### src/rtl/muldiv_sequencer.sv
// ---------------------------------------------------------------------------
// muldiv_sequencer
//
// Multi-cycle multiply/divide unit that sits beside the EX-stage ALU and owns
// the HI/LO register pair. MULT/MULTU use shift-add and DIV/DIVU use restoring
// subtraction. Each op runs one step per cycle for WIDTH cycles, then takes one
// fix-up cycle that applies the sign and writes HI/LO. MTHI/MTLO write HI/LO
// directly when the unit is idle. While an op is in flight, any HI/LO-related
// instruction waiting in EX is held off through 'stall'.
//
// Ports
//   clk    in   1      clock; all state changes on the rising edge
//   rst    in   1      synchronous active-high reset
//   start  in   1      EX holds a valid R-type instruction this cycle
//   Funct  in   6      24 MULT, 25 MULTU, 26 DIV, 27 DIVU,
//                      16 MFHI, 17 MTHI, 18 MFLO, 19 MTLO
//   A      in   WIDTH  rs operand (multiplicand / dividend / MTHI/MTLO data)
//   B      in   WIDTH  rt operand (multiplier / divisor)
//   HI     out  WIDTH  HI register
//   LO     out  WIDTH  LO register
//   busy   out  1      an operation is in progress
//   stall  out  1      busy and EX holds a mul/div or HI/LO access
//   done   out  1      one-cycle pulse after HI/LO take a mul/div result
// ---------------------------------------------------------------------------
module muldiv_sequencer #(
    parameter int WIDTH = 32
) (
    input  logic             clk,
    input  logic             rst,
    input  logic             start,
    input  logic [5:0]       Funct,
    input  logic [WIDTH-1:0] A,
    input  logic [WIDTH-1:0] B,
    output logic [WIDTH-1:0] HI,
    output logic [WIDTH-1:0] LO,
    output logic             busy,
    output logic             stall,
    output logic             done
);

    localparam logic [5:0] FN_MTHI = 6'd17;
    localparam logic [5:0] FN_MTLO = 6'd19;
    localparam int         CW      = $clog2(WIDTH + 1);

    typedef enum logic [1:0] {
        IDLE,
        RUN,
        FIXUP
    } state_t;

    state_t           state_q;
    logic [CW-1:0]    count_q;
    logic [WIDTH-1:0] acc_q;     // upper product half / partial remainder
    logic [WIDTH-1:0] low_q;     // multiplier then lower product / dividend then quotient
    logic [WIDTH-1:0] opB_q;     // multiplicand magnitude / divisor magnitude
    logic [WIDTH-1:0] hi_q;
    logic [WIDTH-1:0] lo_q;
    logic             isDiv_q;
    logic             negRes_q;  // signed op with operands of opposite sign
    logic             negRem_q;  // signed divide with a negative dividend
    logic             done_q;

    // Funct 24..27 share the pattern 0110xx, and 16..19 share 0100xx.
    // Within mul/div, bit 0 marks the unsigned form and bit 1 marks divide.
    logic isMulDiv;
    logic isHiLo;
    logic isSigned;
    logic isDivOp;

    assign isMulDiv = (Funct[5:2] == 4'b0110);
    assign isHiLo   = (Funct[5:2] == 4'b0100);
    assign isSigned = ~Funct[0];
    assign isDivOp  = Funct[1];

    logic             negA;
    logic             negB;
    logic [WIDTH-1:0] absA;
    logic [WIDTH-1:0] absB;

    assign negA = isSigned & A[WIDTH-1];
    assign negB = isSigned & B[WIDTH-1];
    assign absA = negA ? -A : A;
    assign absB = negB ? -B : B;

    // One shift-add step. The carry out of the add shifts into the upper half.
    logic [WIDTH:0]   mulAddend;
    logic [WIDTH:0]   mulSum;
    logic [WIDTH-1:0] mulAccStep;
    logic [WIDTH-1:0] mulLowStep;

    assign mulAddend  = low_q[0] ? {1'b0, opB_q} : '0;
    assign mulSum     = {1'b0, acc_q} + mulAddend;
    assign mulAccStep = mulSum[WIDTH:1];
    assign mulLowStep = {mulSum[0], low_q[WIDTH-1:1]};

    // One restoring-divide step. The next dividend bit shifts into the
    // remainder, and the quotient bit shifts in at the bottom of low_q.
    // A clear borrow bit means the trial subtraction fits.
    logic [WIDTH:0]   remShift;
    logic [WIDTH:0]   divDiff;
    logic             qBit;
    logic [WIDTH-1:0] divAccStep;
    logic [WIDTH-1:0] divLowStep;

    assign remShift   = {acc_q, low_q[WIDTH-1]};
    assign divDiff    = remShift - {1'b0, opB_q};
    assign qBit       = ~divDiff[WIDTH];
    assign divAccStep = qBit ? divDiff[WIDTH-1:0] : remShift[WIDTH-1:0];
    assign divLowStep = {low_q[WIDTH-2:0], qBit};

    // Fix-up values. For a signed divide by zero, the remainder path rebuilds
    // the raw dividend on its own; the quotient is forced to all ones below.
    logic [2*WIDTH-1:0] product;
    logic [2*WIDTH-1:0] prodFix;
    logic [WIDTH-1:0]   quotFix;
    logic [WIDTH-1:0]   remFix;

    assign product = {acc_q, low_q};
    assign prodFix = negRes_q ? -product : product;
    assign quotFix = negRes_q ? -low_q : low_q;
    assign remFix  = negRem_q ? -acc_q : acc_q;

    always_ff @(posedge clk) begin
        if (rst) begin
            state_q  <= IDLE;
            count_q  <= '0;
            acc_q    <= '0;
            low_q    <= '0;
            opB_q    <= '0;
            hi_q     <= '0;
            lo_q     <= '0;
            isDiv_q  <= 1'b0;
            negRes_q <= 1'b0;
            negRem_q <= 1'b0;
            done_q   <= 1'b0;
        end else begin
            done_q <= 1'b0;
            case (state_q)
                IDLE: begin
                    if (start && isMulDiv) begin
                        acc_q    <= '0;
                        low_q    <= absA;
                        opB_q    <= absB;
                        isDiv_q  <= isDivOp;
                        negRes_q <= negA ^ negB;
                        negRem_q <= negA;
                        count_q  <= '0;
                        state_q  <= RUN;
                    end else if (start && (Funct == FN_MTHI)) begin
                        hi_q <= A;
                    end else if (start && (Funct == FN_MTLO)) begin
                        lo_q <= A;
                    end
                end
                RUN: begin
                    if (isDiv_q) begin
                        acc_q <= divAccStep;
                        low_q <= divLowStep;
                    end else begin
                        acc_q <= mulAccStep;
                        low_q <= mulLowStep;
                    end
                    count_q <= count_q + 1'b1;
                    if (count_q == CW'(WIDTH - 1)) begin
                        state_q <= FIXUP;
                    end
                end
                FIXUP: begin
                    if (isDiv_q) begin
                        hi_q <= remFix;
                        lo_q <= (opB_q == '0) ? '1 : quotFix;
                    end else begin
                        hi_q <= prodFix[2*WIDTH-1:WIDTH];
                        lo_q <= prodFix[WIDTH-1:0];
                    end
                    done_q  <= 1'b1;
                    state_q <= IDLE;
                end
                default: begin
                    state_q <= IDLE;
                end
            endcase
        end
    end

    assign HI    = hi_q;
    assign LO    = lo_q;
    assign done  = done_q;
    assign busy  = (state_q != IDLE);
    assign stall = busy & start & (isMulDiv | isHiLo);

endmodule

### config.mk
export PLATFORM = sky130hd
export DESIGN_NAME = muldiv_sequencer
export DESIGN_NICKNAME = d
export VERILOG_FILES = /design/src/rtl/muldiv_sequencer.sv
export SDC_FILE = /design/constraint.sdc
export NUM_CORES = 1
export LEC_CHECK = 0
export ABC_AREA = 1
export CAP_MARGIN = 30
export CORE_ASPECT_RATIO = 0.9
export CORE_MARGIN = 2
export CORE_UTILIZATION = 50
export CTS_CLUSTER_SIZE = 16
export DETAILED_ROUTE_END_ITERATION = 7
export HOLD_SLACK_MARGIN = 0.06
export PLACE_DENSITY = 0.73
export SLEW_MARGIN = 40
export SYNTH_ARGS = -nofsm -noshare
export SYNTH_HDL_FRONTEND = slang
export SYNTH_SLANG_ARGS = --single-unit
export TNS_END_PERCENT = 100
### constraint.sdc
create_clock -name clk -period 3.39 [get_ports clk]
set_input_delay 0.8475 -clock clk [delete_from_list [all_inputs] [get_ports clk]]
set_output_delay 0.8475 -clock clk [all_outputs]
set_load 0.05 [all_outputs]
==> qor.yml, run 1 <==
setup_path:
  rr_worst_depth: 14
  worstSetupPathType: "reg -> reg"
  crit_end: "acc_q[23]"
  crit_path_end_kind: "register"
  rrSetupSlack_ns: 0.21
  worst_setup_path_start_kind: "register"
  crit_arrival_ns: 3.56
  crit_required_ns: 3.78
  crit_start: "low_q[0]"
  timing.rr.end: "acc_q[23]"
  crit_path_max_fanout: 35
  worstReg2RegStart: "low_q[0]"
sta:
  layout_min_cycle_time_ns: 3.18
  finalMaxSlewViolations: 0
  final.setup_skew_ns: 0.0167
  setup_ws_ns: 0.214
  finalCritPeriodShare: 0.937
  timing.setup.tns_ns: 0
  max_clock_freq_mhz: 315
  setup_viol: 0
  hold_ws_ns: 0.483
  slew_headroom: 0.397
  finalHoldViolations: 0
  rsz0062_at_grt: "false"
  worst_slew_pin_slew_ns: 0.901
finish:
  drive_gt1_frac: 0.0592
  nets: 3321
  fill_cells: 3468
  area.growth.synth_to_final_pct: 16.3
  stdcell_count: 3652
  n_antenna_cell: 0
power:
  pwr-share-comb: 0.269
  p_sw_frac: 0.376
  vdd_drop_max_mv: 0.273
  seqPwrFrac: 0.375
  power.internal_mw: 3.50
  p_leak_nw: 9.84
  p_per_area_nw_per_um2: 283
  p_sw_mw: 2.11
  power_frac_clock: 0.356
clock_network:
  post_cts_buffers: 0
  clkLatencyLatePin_ns: 0.47
  clk_pin_slew_ns: 0.08
  root_buffer: "clkbuf_16"
  postCtsResizedCells: 0
  htreeDepth: 4
  ctsHoldBuffers: 0
  cts_tree: "yes"
  cts_buffer_depth: 2
  cts_sinks: 172
  numCtsBuffers: 17
floorplanning:
  core_area_sq_um: 33800
  die_y_um: 179
  dieWidth_um: 198
  floorplan.initialDensity: 0.504
  io_pins: 140
  std_cell_rows: 64
  dieArea_sq_um: 35500
grt:
  antenna_found_initial: 1
  grt_pass1_vias: 19511
  grt-ovfl-total: 0
  grt_use_total: 0.424
  grt_pass1_wl_um: 114000
  grt_max_degree: 58
yosys:
  synthCells: 3048
  synth.most_common_cell: "nand2_1"
  synth.avg_cell_area_sq_um: 5.58
  ys_seq_area_frac: 0.202
  synth_area_leader_cell: "dfxtp_1"
  synth_commonest_cells: "746 x nand2_1, 424 x inv_1, 362 x nor2_1"
  synth_cell_types: 56
  synth_area_sq_um: 17000
  synthArstFlopShare: 0
  ys_warn_count: 0
  ys.flop_type: "dfxtp_1"
  synthTopCellsByArea: "dfxtp_1 20%, nand2_1 16%, inv_1 9.4%"
  syn_nets: 3192
  netlist.area_leader.share: 0.202
  ys_ff_latch: 172
  synth_edf_count: 0
status:
  status: "finished, final reports clean"
flow_run:
  drv_cap: 0
routing:
  drt_iter0_drc: 3140
  wl_per_cell_um: 20.9
  routed_wl_um: 76400
  vias_per_cell: 6.02
  detail_route.first_pass.iterations: 7
  vias: 22001
  ant_nets: 0
  drc: 0
placed_design:
  place_ws_ns: 0.305
  numPlacedInstances: 3620
  hpwl_um: 60800
  portBuffers: 139
  place.gp.congestion: 1.08
min_path:
  hold_class: "reg -> reg"
worst max-delay path, cell delays in order (launching register included):
cell     delay [ns]
dfxtp_1        0.33
buf_4          0.37
nand2_1        0.18
fa_1           0.44
o21ai_0        0.30
inv_1          0.14
o21ai_0        0.50
nand2_1        0.19
nand3_1        0.19
nand2_1        0.08
nand3_1        0.09
nand2_1        0.06
inv_1          0.06
nand2_1        0.06
a21oi_1        0.11
power by group through the flow:
stage	logic, mW	clock network (mW)	registers, mW
2_1_floorplan	0.923	0	2.14
3_3_place_gp	1.43	0	2.14
3_5_place_dp	1.44	0	2.14
4_1_cts	1.44	1.99	2.10
5_1_grt	1.62	2.05	2.10
6_report	1.51	2.00	2.10
cell usage in the layout, fill, tap and decap left out, types with 46 or more instances in the layout:
cell,netlist,final
dfxtp_1,172,171
nand3_1,279,279
nor3_1,46,46
inv_1,424,422
o21ai_0,305,305
buf_4,3,83
a21oi_1,269,269
nand2_1,746,746
clkdlybuf4s50_1,0,137
ha_1,69,69
nor2_1,362,357
through the flow:
| stage | util | cell area, sq um | total power [mW] |
|---|---|---|---|
| global route | 0.585 | 19800 | 5.78 |
| detailed placement | 0.569 | 19200 | 3.58 |
| finish | 0.585 | 19800 | 5.61 |
| global placement | 0.569 | 19200 | 3.57 |
| CTS | 0.585 | 19800 | 5.53 |
| floorplan | - | 17000 | 3.06 |
worst min-delay path by stage:
stage	slack, ns	to	start	cells after the start
floorplan	0.44	count_q[5]	count_q[5]	1
global placement	0.46	count_q[5]	count_q[5]	1
detailed placement	0.47	count_q[5]	count_q[5]	1
CTS	0.48	count_q[5]	count_q[5]	1
global route	0.53	count_q[2]	count_q[2]	2
finish	0.48	count_q[5]	count_q[5]	1
routing by layer:
layer	routed length, um	global-route usage
met4	2540	0.146
met1	33000	0.630
met2	29200	0.579
met5	35	0
met3	11700	0.117
kinds of logic after synthesis:
kind of cell,synth area share
and+or+nand+nor,0.393
AOI/OAI and AO/OA,0.208
buffers and inverters,0.125
DFF,0.202
adders and majority gates,0.0531
xor gates and xnor gates,0.0196
registers in the layout, summed over array words and instances, names as in the netlist:
register,count
HI,32
LO,32
acc_q,32
low_q,32
opB_q,32
count_q,6
state_q,2
done,1
isDiv_q,1
negRem_q,1
negRes_q,1
final cells by class:
cell class                      count  area, sq um  area share
Tap cell                          462          578      0.0292
Clock inverter                     14          129     0.00651
Sequential cell                   172         3440       0.174
Multi-Input combinational cell   2330        11500       0.580
Inverter                          430         1610      0.0816
Clock buffer                       18          439      0.0222
Timing Repair Buffer              226         2100       0.106
Power figures use the tool's default switching activity.
==> run 2: changes to the inputs <==
Settings changed: TNS_END_PERCENT 100 to 50.
==> results of run 2 <==
Final layout, timing and power as in run 1 (identical DEF).
